[config.mk]
export PLATFORM = sky130hd
export DESIGN_NAME = cla_share_arbiter_flat
export DESIGN_NICKNAME = d
export VERILOG_FILES = /design/src/rtl/cla_share_arbiter_if.sv /design/src/rtl/cla_share_arbiter.sv /design/src/flat_wrapper.sv
export SDC_FILE = /design/constraint.sdc
export NUM_CORES = 1
export LEC_CHECK = 0
export CORE_AREA = 5 5 160 162
export DETAILED_ROUTE_END_ITERATION = 6
export DIE_AREA = 0 0 165 167
export SYNTH_ARGS = -nofsm -noshare
export SYNTH_HDL_FRONTEND = slang
export SYNTH_SLANG_ARGS = --single-unit
[constraint.sdc]
create_clock -name clk -period 4.4 [get_ports clk]
set_clock_uncertainty 0.1 [all_clocks]
set_input_delay 0.66 -clock clk [delete_from_list [all_inputs] [get_ports clk]]
set_output_delay 0.66 -clock clk [all_outputs]
set_load 0.005 [all_outputs]
[src/rtl/cla_share_arbiter_if.sv]
`default_nettype none
// ============================================================================
// cla_share_arbiter_if - requester-side handshake and result bus
// Rev 1.0
// ============================================================================
interface cla_share_arbiter_if #(
    parameter int NREQ  = 4,
    parameter int WIDTH = 32,
    parameter int IDW   = 2
);
    logic [NREQ-1:0]       req_valid;
    logic [NREQ-1:0]       req_ready;
    logic [NREQ*WIDTH-1:0] req_a;
    logic [NREQ*WIDTH-1:0] req_b;
    logic [NREQ-1:0]       req_cin;
    logic [NREQ-1:0]       rsp_valid;
    logic [WIDTH-1:0]      rsp_sum;
    logic                  rsp_cout;
    logic [IDW-1:0]        rsp_id;

    modport master (
        output req_valid, req_a, req_b, req_cin,
        input  req_ready, rsp_valid, rsp_sum, rsp_cout, rsp_id
    );

    modport slave (
        input  req_valid, req_a, req_b, req_cin,
        output req_ready, rsp_valid, rsp_sum, rsp_cout, rsp_id
    );
endinterface
`default_nettype wire

[src/rtl/cla_share_arbiter.sv]
`default_nettype none
// ============================================================================
// cla_share_arbiter - round-robin sharing of one pipelined adder among NREQ
// requesters, with a tag pipeline that routes each result back to its owner.
// Rev 1.0
// ============================================================================
module cla_share_arbiter #(
    parameter int NREQ  = 4,
    parameter int WIDTH = 32,
    parameter int LAT   = 2,
    parameter int IDW   = 2,
    parameter int CNTW  = 16
) (
    input  logic                 clk,
    input  logic                 rst_n,
    cla_share_arbiter_if.slave   bus,
    output logic [WIDTH-1:0]     add_a,
    output logic [WIDTH-1:0]     add_b,
    output logic                 add_cin,
    input  logic [WIDTH-1:0]     add_sum,
    input  logic                 add_cout,
    output logic                 busy,
    output logic [CNTW-1:0]      issue_cnt
);

    logic [IDW-1:0]            ptr_q, ptr_d;
    logic [NREQ-1:0]           hi_req;
    logic [NREQ-1:0]           grant_oh;
    logic                      grant_any;
    logic [IDW-1:0]            grant_id;

    logic [WIDTH-1:0]          sel_a, sel_b;
    logic                      sel_cin;

    logic [WIDTH-1:0]          add_a_q, add_a_d;
    logic [WIDTH-1:0]          add_b_q, add_b_d;
    logic                      add_cin_q, add_cin_d;

    logic                      issue_v_q, issue_v_d;
    logic [IDW-1:0]            issue_id_q, issue_id_d;
    logic [LAT-1:0]            tag_v_q, tag_v_d;
    logic [LAT-1:0][IDW-1:0]   tag_id_q, tag_id_d;

    logic [CNTW-1:0]           cnt_q, cnt_d;

    // Requesters at or above ptr take precedence; otherwise wrap to the lowest valid one.
    always_comb begin
        hi_req    = '0;
        grant_any = 1'b0;
        grant_id  = '0;
        for (int i = 0; i < NREQ; i++) begin
            hi_req[i] = bus.req_valid[i] && (IDW'(i) >= ptr_q);
        end
        for (int i = NREQ - 1; i >= 0; i--) begin
            if (bus.req_valid[i]) begin
                grant_any = 1'b1;
                grant_id  = IDW'(i);
            end
        end
        for (int i = NREQ - 1; i >= 0; i--) begin
            if (hi_req[i]) begin
                grant_id = IDW'(i);
            end
        end
    end

    always_comb begin
        grant_oh = '0;
        sel_a    = '0;
        sel_b    = '0;
        sel_cin  = 1'b0;
        for (int i = 0; i < NREQ; i++) begin
            grant_oh[i] = grant_any && (grant_id == IDW'(i));
            if (grant_oh[i]) begin
                sel_a   = bus.req_a[i*WIDTH +: WIDTH];
                sel_b   = bus.req_b[i*WIDTH +: WIDTH];
                sel_cin = bus.req_cin[i];
            end
        end
    end

    assign bus.req_ready = grant_oh;

    always_comb begin
        ptr_d      = ptr_q;
        add_a_d    = add_a_q;
        add_b_d    = add_b_q;
        add_cin_d  = add_cin_q;
        issue_v_d  = grant_any;
        issue_id_d = grant_id;
        cnt_d      = cnt_q;
        if (grant_any) begin
            ptr_d     = (grant_id == IDW'(NREQ - 1)) ? '0 : grant_id + IDW'(1);
            add_a_d   = sel_a;
            add_b_d   = sel_b;
            add_cin_d = sel_cin;
            cnt_d     = cnt_q + CNTW'(1);
        end
    end

    // Tag stage LAT-1 lines up with the adder output for the same operation.
    always_comb begin
        tag_v_d     = '0;
        tag_id_d    = '0;
        tag_v_d[0]  = issue_v_q;
        tag_id_d[0] = issue_id_q;
        for (int s = 1; s < LAT; s++) begin
            tag_v_d[s]  = tag_v_q[s-1];
            tag_id_d[s] = tag_id_q[s-1];
        end
    end

    always_ff @(posedge clk or negedge rst_n) begin
        if (!rst_n) begin
            ptr_q      <= '0;
            add_a_q    <= '0;
            add_b_q    <= '0;
            add_cin_q  <= 1'b0;
            issue_v_q  <= 1'b0;
            issue_id_q <= '0;
            tag_v_q    <= '0;
            tag_id_q   <= '0;
            cnt_q      <= '0;
        end else begin
            ptr_q      <= ptr_d;
            add_a_q    <= add_a_d;
            add_b_q    <= add_b_d;
            add_cin_q  <= add_cin_d;
            issue_v_q  <= issue_v_d;
            issue_id_q <= issue_id_d;
            tag_v_q    <= tag_v_d;
            tag_id_q   <= tag_id_d;
            cnt_q      <= cnt_d;
        end
    end

    always_comb begin
        bus.rsp_valid = '0;
        for (int i = 0; i < NREQ; i++) begin
            bus.rsp_valid[i] = tag_v_q[LAT-1] && (tag_id_q[LAT-1] == IDW'(i));
        end
        bus.rsp_sum  = tag_v_q[LAT-1] ? add_sum           : '0;
        bus.rsp_cout = tag_v_q[LAT-1] ? add_cout          : 1'b0;
        bus.rsp_id   = tag_v_q[LAT-1] ? tag_id_q[LAT-1]   : '0;
    end

    assign add_a     = add_a_q;
    assign add_b     = add_b_q;
    assign add_cin   = add_cin_q;
    assign busy      = issue_v_q || (|tag_v_q);
    assign issue_cnt = cnt_q;

endmodule
`default_nettype wire

[src/flat_wrapper.sv]
// flat-port wrapper written by rule: the top's interface ports become plain ports
module cla_share_arbiter_flat 
#(
    parameter int NREQ  = 4,
    parameter int WIDTH = 32,
    parameter int LAT   = 2,
    parameter int IDW   = 2,
    parameter int CNTW  = 16
)
  (clk, rst_n, add_a, add_b, add_cin, add_sum, add_cout, busy, issue_cnt, bus_req_valid, bus_req_a, bus_req_b, bus_req_cin, bus_req_ready, bus_rsp_valid, bus_rsp_sum, bus_rsp_cout, bus_rsp_id);
  cla_share_arbiter_if #(.NREQ(NREQ), .WIDTH(WIDTH), .IDW(IDW)) bus_i ();
  input  logic clk;
  input  logic rst_n;
  output logic [WIDTH-1:0] add_a;
  output logic [WIDTH-1:0] add_b;
  output logic add_cin;
  input  logic [WIDTH-1:0] add_sum;
  input  logic add_cout;
  output logic busy;
  output logic [CNTW-1:0] issue_cnt;
  input wire logic [$bits(bus_i.req_valid)-1:0] bus_req_valid;
  input wire logic [$bits(bus_i.req_a)-1:0] bus_req_a;
  input wire logic [$bits(bus_i.req_b)-1:0] bus_req_b;
  input wire logic [$bits(bus_i.req_cin)-1:0] bus_req_cin;
  output wire logic [$bits(bus_i.req_ready)-1:0] bus_req_ready;
  output wire logic [$bits(bus_i.rsp_valid)-1:0] bus_rsp_valid;
  output wire logic [$bits(bus_i.rsp_sum)-1:0] bus_rsp_sum;
  output wire logic [$bits(bus_i.rsp_cout)-1:0] bus_rsp_cout;
  output wire logic [$bits(bus_i.rsp_id)-1:0] bus_rsp_id;
  assign bus_i.req_valid = bus_req_valid;
  assign bus_i.req_a = bus_req_a;
  assign bus_i.req_b = bus_req_b;
  assign bus_i.req_cin = bus_req_cin;
  assign bus_req_ready = bus_i.req_ready;
  assign bus_rsp_valid = bus_i.rsp_valid;
  assign bus_rsp_sum = bus_i.rsp_sum;
  assign bus_rsp_cout = bus_i.rsp_cout;
  assign bus_rsp_id = bus_i.rsp_id;
  cla_share_arbiter #(.NREQ(NREQ), .WIDTH(WIDTH), .LAT(LAT), .IDW(IDW), .CNTW(CNTW)) u_core (.clk(clk), .rst_n(rst_n), .bus(bus_i), .add_a(add_a), .add_b(add_b), .add_cin(add_cin), .add_sum(add_sum), .add_cout(add_cout), .busy(busy), .issue_cnt(issue_cnt));
endmodule
# Word level (Yosys, flattened, before mapping)
# Index checks and enable logic that the tools add are counted.
# Widths: inputs -> output; s select.
totals:
  regBits: 92
  inputBits: 299
  output_inout_bits: 125
  elab_cells: 66
op_classes:
  n_addsub: 2
  n_lt_le_gt_ge: 4
  eq_ne: 6
  muxes: 28
  reduce_logical: 16
ops:
  columns: ["cell", "n"]
  rows:
  - ["$mux 32", 9]
  - ["$mux 2", 10]
  - ["$add 16x1->16 const B", 1]
  - ["$logic_and 1x1->1", 12]
  - ["$mux 1", 9]
  - ["$eq 2x2->1 const B", 4]
  - ["$eq 2x1->1 const B", 2]
  - ["$ge 1x2->1 const A", 2]
  - ["$ge 2x2->1 const A", 2]
  - ["$logic_not 2->1", 2]
  - ["$add 2x1->2 const B", 1]
  - ["$reduce_or 2->1", 1]
  - ["$logic_or 1x1->1", 1]

# Logic depth before layout (Yosys ltp)
logic_depth:
  ltp_word: 14
  mapped_depth: 11
  mapped_depth_nobuf: 9

# Worst setup path before layout
# Ideal clock, no wire load.
synth_timing:
  path_type: "input to output"
  start: "input port bus_req_valid[2]"
  end: "output port bus_req_ready[1]"
  arrival_time_ps: 2156
  required_ps: 3640
  path_slack_ps: 1484
  cell_stages: 8
  path_buffers: 3
  cell_sequence: "mux2i_1 -> nor2_1 -> nor3_1 -> ha_1 -> buf_2 -> buf_2 -> buf_2 -> and2_1"
synth_via:
  elab_chain_cells: 9
  elab_cells_between_ends: 13
  classes_between: "eq/ne: 1; mux: 10; reduce/logical: 2"
synth_rtl:
  columns: ["element", "line", "text"]
  rows:
  - ["from (decl)", "flat_wrapper.sv:21", "input wire logic [$bits(bus_i.req_valid)-1:0] bus_req_valid;"]
  - ["$mux 2 (3 in series)", "cla_share_arbiter.sv:55", "if (bus.req_valid[i]) begin"]
  - ["$mux 2", "cla_share_arbiter.sv:61", "if (hi_req[i]) begin"]
  - ["$mux 2 (*) (3 in series)", "cla_share_arbiter.sv:61", null]
  - ["net u_core.grant_id[0]", "cla_share_arbiter.sv:30", "logic [IDW-1:0] grant_id;"]
  - ["$eq 2x1->1 (*)", "cla_share_arbiter.sv:73", "grant_oh[i] = grant_any && (grant_id == IDW'(i));"]
  - ["$logic_and 1x1->1 (*)", "cla_share_arbiter.sv:73", null]
  - ["to (decl)", "flat_wrapper.sv:25", "output wire logic [$bits(bus_i.req_ready)-1:0] bus_req_ready;"]
# The timed path passes the listed nets; every way through them passes the cells marked *.

# Worst setup path after layout
layout_timing:
  start: "input port bus_req_valid[0]"
  end: "output port bus_req_ready[3]"
layout_via:
  elab_chain_cells: 7
  elab_cells_between_ends: 9
  classes_between: "eq/ne: 1; mux: 6; reduce/logical: 2"
layout_rtl:
  columns: ["element", "line"]
  rows:
  - ["$mux 2", "cla_share_arbiter.sv:55"]
  - ["$mux 2 (3 in series)", "cla_share_arbiter.sv:61"]
  - ["$mux 2 (*)", "cla_share_arbiter.sv:61"]
  - ["net u_core.grant_id[1]", "cla_share_arbiter.sv:30"]
  - ["$eq 2x2->1 (*)", "cla_share_arbiter.sv:73"]
  - ["$logic_and 1x1->1 (*)", "cla_share_arbiter.sv:73"]
# Marked as above.

==> summary by stage <==
Clock tree
Post-CTS repair changed the size of 0 cells. The TritonCTS buffer count is 9. At the later pin of the worst-skew pair, clock insertion delay measures 350 ps. The CTS tree is built. The H-tree depth is 3. Counting along the longest clock path gives a buffer depth of 2. Clock-pin slew was measured on the worst setup and hold paths at 70 ps. Clock tree synthesis selected as its root buffer the cell sky130_fd_sc_hd__clkbuf_16.

Counting every sink on the clock net gives 92. The quantity of hold-fixing buffers added after cts is 0. After clock tree synthesis, the setup repair step added 0 buffers.

STA
The post-route clock period utilization is 87.98%. The sum of negative setup slack is 0 ps. Setup repair after global routing left no endpoint under its margin. Setup violations remaining at the end of the flow were counted as 0. The final-report max-slew violation count is 0. The minimum clock period is 3871 ps. The tightest slew margin relative to the limit is 39.63%. The top achievable clock speed is 258.3 MHz.

The slew at the pin closest to its max-slew limit is 905.5 ps. The count of final hold-check violations was 0.

Global route
The first-pass GRT wire length is 37,670 um. For met3 alone, demand over resource in global routing was 5.240%. The via count of the first global-routing pass is 6,164. The layer flagged by global routing as most heavily used is met2.

The global-route usage over all layers is 17.76%. In the global route stage, met2 resource usage came out at 31.43%. Global routing finished with a remaining overflow of 0.

The largest net degree at the start of global routing is 73. The initial antenna violation count is 1. Global routing consumed, on the met1 layer, 20.59% of the routing resources.

Synth
The net count after synthesis is 883. The top cell type by total area after synthesis is sky130_fd_sc_hd__dfrtp_1. The synthesized-area fraction occupied by and/or/nand/nor cells is 19.75%.

sky130_fd_sc_hd__a21oi_1 is the most common cell in the netlist. The area fraction in compound gates after synthesis is 27.37%. Counting flops with a built-in enable in the synthesized netlist gives 0.

The proportion of synthesized chip area in sequential cells is 43.67%. The number of different library cells in the post-synthesis netlist is 36. By area, the combinational part of the netlist is dominated by compound AO/OA/AOI/OAI gates. After synthesis, the mean cell area works out to 9.104 um2. The number of warning messages in the yosys log is 0. The most used flip-flop cell after synthesis is sky130_fd_sc_hd__dfrtp_1. By count the netlist is led by sky130_fd_sc_hd__a21oi_1 (94), sky130_fd_sc_hd__dfrtp_1 (92), sky130_fd_sc_hd__nand2_1 (48), sky130_fd_sc_hd__and2_1 (39). Summing every instance area after synthesis gives 0.005271 mm2. The share of flip-flops with an asynchronous set or reset after synthesis is 100.0%. The area share of the largest cell type after synthesis is 43.67%. The number of standard cells after synthesis is 579.

The register bit count reported by yosys is 92. The post-synthesis mux area share is 0.1899%. By area the synthesized netlist is led by sky130_fd_sc_hd__dfrtp_1 (44%), sky130_fd_sc_hd__a21oi_1 (8.9%), sky130_fd_sc_hd__a221oi_1 (6.0%). The share of synthesized cell area in full adder, half adder and majority cells is 1.187%.

The synthesized netlist devotes 2.492% of its cell area to XOR and XNOR gates.

Place
The count of buffers added on input and output ports is 423. The placer congestion estimate is 0.8182. The post-place instance area is 0.009766 mm2. The HPWL after detailed placement is 19,890 um. The cell count after placement is 1,283.

Route
The wire length per cell after detailed routing is 19.97 um. The via count is 6,239. Dividing the detail-routed via count by the number of cells gives 4.799.

The remaining antenna violation count is 0. The first TritonRoute pass finished after 4 iterations. The number of DRC markers after the initial detailed-route iteration is 291.

The final layout contains routed wiring with a total length of 25,970 um. In the routed design, unresolved DRC markers number 0.

Die
424 I/O pins were placed. The die covers 0.02756 mm2. The die span in y is 167 um. The region available for standard cell placement spans 0.02396 mm2. The total number of placement rows is 57.

The initial cell density of the core is 22.00%. The die boundary width is 165 um.

Pwr
In this run the static leakage power is 3.882 nW. Total power for the finished layout comes to 4.959 mW. The net switching power figure is 1.795 mW. The share of total power consumed by net switching is 36.19%. Combinational logic burns 52.3% of the power. The share of total power dissipated in sequential elements is 29.6%.

The power density normalized to cell area is 491.0 mW/mm2. The internal power of the cells totals 3.165 mW. The share of total power dissipated in the clock network is 18.1%. Across the VDD grid, the largest voltage drop is 0.1957 mV.

Worst setup path
The data arrival at the endpoint of the critical path is 3110 ps. Traced cell by cell, the critical path runs through clkdlybuf4s50_1 -> a21oi_1 -> o21a_1 -> o22ai_1 -> inv_1 -> ha_1 -> inv_2 -> nor2_1 -> clkdlybuf4s50_1. Following the worst setup path forward leads to its endpoint at bus_req_ready[3]. The endpoint identified for the worst register-to-register timing path is u_core.add_a[3]$_DFFE_PN0P_. The number of cells on the worst reg-to-reg path is 10. The maximum fanout encountered on the critical timing path is 5. Across all register-to-register paths, the minimum setup slack is 1040 ps. The origin of the worst setup path is bus_req_valid[0]. The critical path capture point type is a primary output. The delay of the slowest critical-path stage is 590 ps. The required arrival time at the worst endpoint is 3640 ps.

Among the stages of the critical path, the cell type that occurs most often is sky130_fd_sc_hd__clkdlybuf4s50_1. The worst setup path is launched from an input pin. The startpoint identified for the worst register-to-register timing path is u_core.ptr_q[1]$_DFFE_PN0P_.

The startpoint-to-endpoint class of the critical path is input pin to primary output. The slowest cell on the critical path is sky130_fd_sc_hd__clkdlybuf4s50_1.

Layout
The layout overhead on the synthesized area is 91.60%. The share of cells above drive strength 1 is 4.103%. For this run, the post-layout net count is 1,274. Measured on the finished design, the core utilization comes to 42.15%.

The number of cells in the finished layout apart from fillers is 1,300. The post-layout instance area is 0.01010 mm2.

Min path
The type of the most critical hold path is flip-flop to flip-flop.

Job
The reported max-cap violation count is 0.

Status
The run finished with clean final reports.
-- metrics by stage --
| step | worst slack (ps) | hold WS (ps) |
|---|---|---|
| detailed placement | 187.6 | 234.7 |
| global placement | 202.4 | 231.6 |
| CTS | 551.4 | 251.0 |
| global route | 386.3 | 253.2 |
| finish | 528.9 | 255.7 |
| floorplan | 1484 | 231.2 |
-- power groups by stage --
stage | logic, mW | clock network, mW | registers, mW
2_1_floorplan | 1.13 | 0 | 1.46
3_3_place_gp | 2.63 | 0 | 1.47
3_5_place_dp | 2.64 | 0 | 1.48
4_1_cts | 2.65 | 0.921 | 1.47
5_1_grt | 2.82 | 0.953 | 1.52
6_report | 2.60 | 0.895 | 1.47
-- layer usage --
metal / part of all wire, % / wire (um)
met1: 38 / 9781
met2: 51 / 13140
met3: 9.8 / 2543
met4: 1.9 / 500
met5: 0 / 0
-- sequential cells by signal, summed over array words and instances, names as in the netlist --
name and flops:
u_core.issue_v_q 1, u_core.tag_v_q 2, u_core.tag_id_d 2, u_core.issue_id_q 2
u_core.issue_cnt 16, u_core.ptr_q 2, u_core.add_cin 1, u_core.add_a 32
u_core.add_b 32, u_core.tag_id_q 2
-- layout make-up --
type	count	area [um2]
Inverter	5	18.77
Timing Repair Buffer	437	4337
Clock inverter	7	106.4
Sequential cell	92	2302
Multi-Input combinational cell	425	2703
Fill cell	2425	13860
Tap cell	324	405.4
Clock buffer	9	225.2
Antenna cell	1	2.502
-- worst max-delay path: cells and delay by family --
family,cells,cell delay (ps)
AO/OA/AOI/OAI,3,760
AND/OR/NAND/NOR,1,40
adder cells (fa/ha/maj),1,290
buffers and inverters,4,1350
-- cells by family (layout without fill, tap and decap cells) --
kind of cell,after synthesis,after routing
AND/OR/NAND/NOR,201,201
multiplexers,1,1
other,0,1
adder cells (fa/ha/maj),5,5
flip-flops,92,92
buffers and inverters,62,458
XOR/XNOR,15,15
AO/OA/AOI/OAI,203,203
-- how the worst min path moves through the flow --
stage / from / to / slack (ps) / cells after the start
after global routing: u_core.tag_id_d[3]$_DFF_PN0_ / u_core.tag_id_q[3]$_DFF_PN0_ / 250 / 0
after detailed placement: u_core.tag_id_d[3]$_DFF_PN0_ / u_core.tag_id_q[3]$_DFF_PN0_ / 230 / 0
after global placement: u_core.tag_id_d[2]$_DFF_PN0_ / u_core.tag_id_q[2]$_DFF_PN0_ / 230 / 0
final: u_core.tag_id_d[3]$_DFF_PN0_ / u_core.tag_id_q[3]$_DFF_PN0_ / 260 / 0
after floorplan: u_core.issue_id_q[0]$_DFF_PN0_ / u_core.tag_id_d[2]$_DFF_PN0_ / 230 / 0
after CTS: u_core.tag_id_d[3]$_DFF_PN0_ / u_core.tag_id_q[3]$_DFF_PN0_ / 250 / 0
-- cells in the final DEF (no fill, tap or decap), types with 2 or more instances in the layout --
| cell type | n |
|---|---|
| sky130_fd_sc_hd__o221ai_1 | 36 |
| sky130_fd_sc_hd__and2_1 | 39 |
| sky130_fd_sc_hd__and3_1 | 4 |
| sky130_fd_sc_hd__inv_2 | 2 |
| sky130_fd_sc_hd__a22oi_1 | 2 |
| sky130_fd_sc_hd__xor2_1 | 3 |
| sky130_fd_sc_hd__a211oi_1 | 2 |
| sky130_fd_sc_hd__a21oi_1 | 94 |
| sky130_fd_sc_hd__a221o_1 | 27 |
| sky130_fd_sc_hd__xnor2_1 | 12 |
| sky130_fd_sc_hd__and4_1 | 3 |
| sky130_fd_sc_hd__nand4_1 | 5 |
| sky130_fd_sc_hd__clkbuf_16 | 9 |
| sky130_fd_sc_hd__clkinvlp_4 | 2 |
| sky130_fd_sc_hd__nor2_1 | 33 |
| sky130_fd_sc_hd__nand2_1 | 48 |
| sky130_fd_sc_hd__a221oi_1 | 36 |
| sky130_fd_sc_hd__inv_1 | 3 |
| sky130_fd_sc_hd__nand3_1 | 31 |
| sky130_fd_sc_hd__buf_4 | 15 |
| sky130_fd_sc_hd__nand2b_1 | 28 |
| sky130_fd_sc_hd__a21o_1 | 2 |
| sky130_fd_sc_hd__bufinv_16 | 2 |
| sky130_fd_sc_hd__inv_8 | 2 |
| sky130_fd_sc_hd__ha_2 | 2 |
| sky130_fd_sc_hd__ha_1 | 3 |
| sky130_fd_sc_hd__dfrtp_1 | 92 |
| sky130_fd_sc_hd__clkdlybuf4s50_1 | 422 |
| sky130_fd_sc_hd__o22ai_1 | 3 |
Power figures use the tool's default switching activity.
